## config.mk

```make
export PLATFORM = sky130hd
export DESIGN_NAME = lsm_sequencer
export DESIGN_NICKNAME = d
export VERILOG_FILES = /design/src/rtl/lsm_sequencer_pkg.sv /design/src/rtl/lsm_sequencer.sv
export SDC_FILE = /design/constraint.sdc
export NUM_CORES = 1
export LEC_CHECK = 0
export CAP_MARGIN = 20
export CORE_AREA = 2 2 86 88
export CTS_CLUSTER_DIAMETER = 80
export DETAILED_ROUTE_END_ITERATION = 16
export DIE_AREA = 0 0 88 90
export DONT_BUFFER_PORTS = 1
export PLACE_DENSITY = 0.65
export SLEW_MARGIN = 10
export SYNTH_ARGS = -nofsm -noshare
export SYNTH_HDL_FRONTEND = slang
export SYNTH_SLANG_ARGS = --single-unit
```

## constraint.sdc

```tcl
create_clock -name clk -period 1.9 [get_ports clk]
set_input_delay 0.38 -clock clk [delete_from_list [all_inputs] [get_ports clk]]
set_output_delay 0.38 -clock clk [all_outputs]
set_load 0.05 [all_outputs]
```

## src/rtl/lsm_sequencer_pkg.sv

```systemverilog
// Shared definitions for the load/store-multiple sequencer: architectural sizes,
// word stride and FSM state encodings.
package lsm_sequencer_pkg;

   localparam int LSM_AW      = 32;
   localparam int LSM_DW      = 32;
   localparam int LSM_RW      = 5;
   localparam int LSM_NREG    = 32;
   localparam int WORD_STRIDE = 4;

   typedef enum logic [1:0] {
      LSM_IDLE = 2'd0,
      LSM_XFER = 2'd1,
      LSM_DONE = 2'd2,
      LSM_ALNX = 2'd3
   } lsm_state_e;

   // Word accesses need the two low address bits clear.
   function automatic logic isWordAligned(input logic [1:0] lowBits);
      return (lowBits == 2'b00);
   endfunction

endpackage

```

## src/rtl/lsm_sequencer.sv

```systemverilog
// LMW/STMW sequencer: walks GPRs rt..NREG-1, issuing one word access per register
// on the shared data-memory port while holding the front of the pipeline.
module lsm_sequencer
   import lsm_sequencer_pkg::*;
#(
   parameter int AW   = LSM_AW,
   parameter int DW   = LSM_DW,
   parameter int RW   = LSM_RW,
   parameter int NREG = LSM_NREG
) (
   input  logic          clk,
   input  logic          rst_n,
   input  logic          lsm_start,
   input  logic          lsm_store,
   input  logic [RW-1:0] lsm_rt,
   input  logic [RW-1:0] lsm_ra,
   input  logic [AW-1:0] lsm_ea,
   input  logic          flush,
   output logic          stall,
   output logic          done,
   output logic          aln_exc,
   output logic          dm_req,
   output logic          dm_we,
   output logic [AW-1:0] dm_addr,
   output logic [DW-1:0] dm_wd,
   input  logic          dm_ack,
   input  logic [DW-1:0] dm_rdata,
   output logic [RW-1:0] gpr_raddr,
   input  logic [DW-1:0] gpr_rdata,
   output logic          gpr_we,
   output logic [RW-1:0] gpr_waddr,
   output logic [DW-1:0] gpr_wd
);

   localparam logic [RW-1:0] LAST_REG = RW'(NREG - 1);
   localparam logic [AW-1:0] STRIDE   = AW'(WORD_STRIDE);

   lsm_state_e    state_q,  state_d;
   logic [AW-1:0] addr_q,   addr_d;
   logic [RW-1:0] curReg_q, curReg_d;
   logic          store_q,  store_d;
   logic [RW-1:0] ra_q,     ra_d;
   logic          xferAck;

   always_ff @(posedge clk) begin
      if (!rst_n) begin
         state_q  <= LSM_IDLE;
         addr_q   <= '0;
         curReg_q <= '0;
         store_q  <= 1'b0;
         ra_q     <= '0;
      end else begin
         state_q  <= state_d;
         addr_q   <= addr_d;
         curReg_q <= curReg_d;
         store_q  <= store_d;
         ra_q     <= ra_d;
      end
   end

   // A flush wins over everything: no access completes and no pulse is produced.
   always_comb begin
      state_d   = state_q;
      addr_d    = addr_q;
      curReg_d  = curReg_q;
      store_d   = store_q;
      ra_d      = ra_q;
      stall     = lsm_start | (state_q != LSM_IDLE);
      done      = 1'b0;
      aln_exc   = 1'b0;
      dm_req    = 1'b0;
      dm_we     = 1'b0;
      dm_addr   = '0;
      dm_wd     = '0;
      gpr_raddr = '0;
      gpr_we    = 1'b0;
      gpr_waddr = '0;
      gpr_wd    = '0;
      xferAck   = (state_q == LSM_XFER) && dm_ack && !flush;

      unique case (state_q)
         LSM_IDLE: begin
            if (lsm_start && !flush) begin
               if (isWordAligned(lsm_ea[1:0])) begin
                  state_d  = LSM_XFER;
                  addr_d   = lsm_ea;
                  curReg_d = lsm_rt;
                  store_d  = lsm_store;
                  ra_d     = lsm_ra;
               end else begin
                  state_d = LSM_ALNX;
               end
            end
         end
         LSM_XFER: begin
            dm_req    = !flush;
            dm_we     = store_q;
            dm_addr   = addr_q;
            dm_wd     = gpr_rdata;
            gpr_raddr = curReg_q;
            gpr_waddr = curReg_q;
            gpr_wd    = dm_rdata;
            // The base register of an LMW keeps its old value.
            gpr_we    = xferAck && !store_q && (curReg_q != ra_q);
            if (xferAck) begin
               addr_d   = addr_q + STRIDE;
               curReg_d = curReg_q + 1'b1;
               if (curReg_q == LAST_REG) begin
                  state_d = LSM_DONE;
               end
            end
         end
         LSM_DONE: begin
            done    = !flush;
            state_d = LSM_IDLE;
         end
         LSM_ALNX: begin
            aln_exc = !flush;
            state_d = LSM_IDLE;
         end
         default: begin
            state_d = LSM_IDLE;
         end
      endcase

      if (flush) begin
         state_d = LSM_IDLE;
      end
   end

endmodule

```

# Word-level counts from Yosys, hierarchy flattened
# Cells that the tools add are included.
# totals
regBits	45
latch_bits	0
mem_bits_rw	0
mem_bits_ro	0
out_inout_bits	112
word_cells	56
memories	0
# classes
add_sub_neg	2
mul	0
div_mod_pow	0
order_cmp	0
n_eq_ne	9
shifts	0
n_mux	22
bitwise_logic	2
n_reduce_logical	16
# ops
cell	count
two-way mux 32 bit	6
case mux 32 bit (2 select lines)	1
adder 32 x 3 -> 32 bit (second input constant)	1
two-way mux 5 bit	4
case mux 5 bit (2 select lines)	1
two-way mux 2 bit	4
inequality test 2 bit (second input constant)	3
case mux 2 bit (3 select lines)	1
AND reduction 3 bit	2
adder 5 x 1 -> 5 bit (second input constant)	1
equality test 5 bit (second input constant)	1
logical AND 1 bit	5
two-way mux 1 bit	5
inequality test 5 bit	1
equality test 2 bit (second input constant)	2
zero test 2 bit	2
AND reduction 4 bit	1
nonzero test 2 bit	2
OR reduction 2 bit	2
equality test 2 x 1 -> 1 bit (second input constant)	1
zero test 1 bit	2
inequality test 2 x 1 -> 1 bit (second input constant)	1
inverter 1 bit	1
bitwise OR 1 bit	1

# Logic depth before layout (Yosys ltp)
# logic_depth
depth_word	6
mapped_depth	8
mapped_depth_nobuf	6

# Least setup slack after synthesis
# Ideal clock, no wire load.
# synth_path
path_type	register to output
start	register state_q[0]
end	output port gpr_we
arrival_time_ps	3453
slack_ps	-1933
stages_incl_launch_ff	5
cell_sequence	dfxtp_1 -> buf_4 -> nor3b_1 -> nand2_1 -> a311oi_1
# synth_via
elab_chain_len	6
# synth_rtl
element	line	source
start, declared	lsm_sequencer.sv:38	lsm_state_e state_q, state_d;
start signal, assigned	lsm_sequencer.sv:53	state_q <= state_d;
equality test 2 x 1 -> 1 bit *	lsm_sequencer.sv:79, lsm_sequencer.sv:81	
logical AND 1 bit (2 in series)	lsm_sequencer.sv:79	xferAck = (state_q == LSM_XFER) && dm_ack && !flush;
logical AND 1 bit (2 in series)	lsm_sequencer.sv:104	gpr_we = xferAck && !store_q && (curReg_q != ra_q);
two-way mux 1 bit *	lsm_sequencer.sv:81	unique case (state_q)
end, declared	lsm_sequencer.sv:30	output logic gpr_we,
# Every way passes the cells marked *; elsewhere a longest branch is shown, timed or not.

# Worst setup path after layout
# layout_path
start	register state_q[1]
end	output port dm_wd[19]
# layout_via
elab_chain_len	2
# layout_rtl
element	line	source
equality test 2 x 1 -> 1 bit	lsm_sequencer.sv:81	
two-way mux 32 bit	lsm_sequencer.sv:81	
end, declared	lsm_sequencer.sv:25	output logic [DW-1:0] dm_wd,
# No other way between the ends.

==> impl_metrics.toml <==
[status]
outcome = "complete, but fails checks"
failed_checks = "setup timing"

[setup_path]
crit_fanout = 18
worst_ep_arrival_time_ns = 1.59
cp-start-kind = "flip-flop"
required_ns = 1.52
critPathBufInv = 4
crit_top_cell = "buf_12"
slowest_delay_ns = 0.34
cp_top_family = "buffers and inverters"
slowest_stage = "dfxtp_2"
end_kind = "primary output"
worstSetupPathType = "reg -> out"
path_cells = "buf_4 > nor2b_4 > buf_12 > buf_6 > and2_2 > buf_12"

[power]
p_leak_nw = 2.32
p_per_area_nw_per_um2 = 441
pwr-share-clk = 0.311
ir_drop_v = 0.000403
switching_power_w = 0.000816
pwr-share-seq = 0.400
sw_frac_of_total = 0.323
internal_power_w = 0.00171
p_comb_frac = 0.289

[layout]
nets = 692
fillCellCount = 447
mostFrequentLayoutCells = "and2_4 (76), nand2_1 (59), buf_4 (56)"
layout-drive-gt1-share = 0.488
multi_input_area_um2 = 2780
final_core_util = 0.815
layout_commonest_cell = "and2_4"
areaGrowthSynthToFinish_pct = 63.3
design_area_um2 = 5720
ff_latch_area_um2 = 930

[logic_synthesis]
ys_dominant_reg_cell = "dfxtp_1"
syn_area_um2 = 3500
synth-edff-count = 0
synthCells = 493
synth_mux_area_frac = 0.0150
synthArstFlopShare = 0
yosys.area_share.simple = 0.452
synth.ff_latch_count = 45
synthAdderAreaFrac = 0.0107
ys_types = 59
syn_nets = 608
synth_top_family_by_area = "simple AND/OR/NAND/NOR gates"
synth_compound_area_frac = 0.186
avgSynthCellArea_um2 = 7.11
synth.yosys.warnings = 0
yosysSeqAreaShare = 0.257
synth-xor-area-share = 0.0125

[clock_network]
cts.path.max_buffers = 2
cts-htree-levels = 2
cts_buffers = 5
root_buffer = "clkbuf_8"
cts.sinks = 45
cts_tree = "yes"
clk_pin_slew_ns = 0.09
clk_latency_ns = 0.31

[sta]
finalClockSkew_ns = 0.00763
fin_crit_sh = 1.03
fin_ws_ns = -0.0657
setup_viol = 51
relSlewSlack = 0.656
fmax_ghz = 0.509
holdWs_ns = 0.198
drv_slew = 0
period_needed_ns = 1.97
hold_violations = 0
tightestPinTransition_ns = 0.517
rsz0062_at_grt = "true"

[placed_design]
gp_congestion = 0.948
hpwl_um = 9820
detailed_place.area_um2 = 5060
dp_slack_ns = -0.0395
io_buffer_count = 0

[detailed_routing]
postRouteAntennaNets = 0
top_layer = "met5"
dr_wl_met3_um = 1370
drt_iter0_markers = 487
drc = 0
wl_met2_um = 7530
wl_per_cell_um = 21.5
drt-met1-wl_um = 5260
wl_um = 14600
dr_total_vias = 4240
vias_per_cell = 6.24
drt_first_pass_iters = 6

[global_route]
antenna_found_initial = 4
grt_overflow = 0
grt_pass1_vias = 3854
grt_pass1_wl_um = 19900
grt_max_degree = 76
grt_usage = 0.316

[floorplan]
die_h_um = 90
die-area_um2 = 7920
start_util = 0.499
core_um2 = 7020
die_width_um = 88
fp-row-count = 31
num_io_pins = 224

[min_path]
worst_hold_path_type = "in -> reg"

[run]
drv_cap = 0
worst paths after layout:
check,startpoint,to,slack (ns),cells after the start
worst max-delay path,state_q[1],dm_wd[19],-0.07,6
worst min-delay path,rst_n,addr_q[27],0.20,2
worst max register to register,addr_q[2],addr_q[31],0.02,5
worst min register to register,ra_q[2],ra_q[2],0.48,2
routing by layer:
metal	vias up	global-route usage
met2	276	0.533
met4	2	0.126
met5	-	0
met3	49	0.0762
met1	2014	0.380
li1	1899	-
kinds of logic after synthesis:
group	after synthesis
buffers and inverters	50
multiplexers	5
flip-flops	45
adder cells (fa/ha/maj)	3
AO/OA/AOI/OAI	103
XOR/XNOR	5
AND/OR/NAND/NOR	282
metrics by stage:
step	setup TNS (ns)	total power (W)	std cells
2_1_floorplan	-0.360	0.00144	493
3_3_place_gp	0	0.00164	649
3_5_place_dp	-0.0688	0.00165	649
4_1_cts	-3.92	0.00243	662
5_1_grt	-5.35	0.00261	680
6_report	-1.95	0.00252	680
cell type report:
type / instances / share of cell area
multi-input combinational: 398 / 0.487
timing repair buffer: 122 / 0.304
sequential: 45 / 0.162
tap: 99 / 0.0216
clock buffer: 6 / 0.0144
clock inverter: 2 / 0.00656
inverter: 5 / 0.00328
antenna: 3 / 0.00131
repair_timing:
action	CTS	global route
cloned	0	7
setup endpoints to repair	108	120
buffers inserted	5	9
pin swaps	4	51
gates resized for setup	29	93
hold endpoints to repair	0	0
hold buffers	0	0
cell usage after synthesis, types with 2 or more instances:
cell      count  area [µm²]
mux2i_1       3        30.0
buf_2         8        40.0
nor3_1       16        80.1
clkbuf_1     28         105
a311oi_1      6        52.6
o221ai_1      2        17.5
nor2_1       25        93.8
nand3_1      30         150
inv_1         5        18.8
a21oi_1      34         170
nor4_1        5        31.3
and2_1      101         632
o22ai_1       6        37.5
o21a_1        2        15.0
a32o_1        5        50.1
a211oi_1      4        30.0
a31oi_1       6        37.5
nand3b_1      3        22.5
nor3b_1       3        22.5
or4_1         2        15.0
ha_1          3        37.5
o21ai_0      21         105
nand2_1      62         233
dfxtp_1      45         901
xor2_1        3        26.3
nand4_1       5        31.3
and4_1        3        26.3
o31ai_1       6        45.0
or3_1         2        12.5
buf_4         7        52.6
and3_1       10        62.6
a21o_1        4        30.0
xnor2_1       2        17.5
flip-flops by register name, indices dropped and copies added, names as in the netlist:
register  flops
addr_q       32
curReg_q      5
ra_q          5
state_q       2
store_q       1
power groups by stage:
stage               clock network (W)  registers, W  logic (W)
floorplan                           0       0.00102   0.000418
global placement                    0       0.00103   0.000616
detailed placement                  0       0.00103   0.000626
CTS                          0.000786       0.00101   0.000637
global route                 0.000839       0.00101   0.000763
finish                       0.000785       0.00101   0.000729
Note: power is estimated with default switching activity, not from simulation.
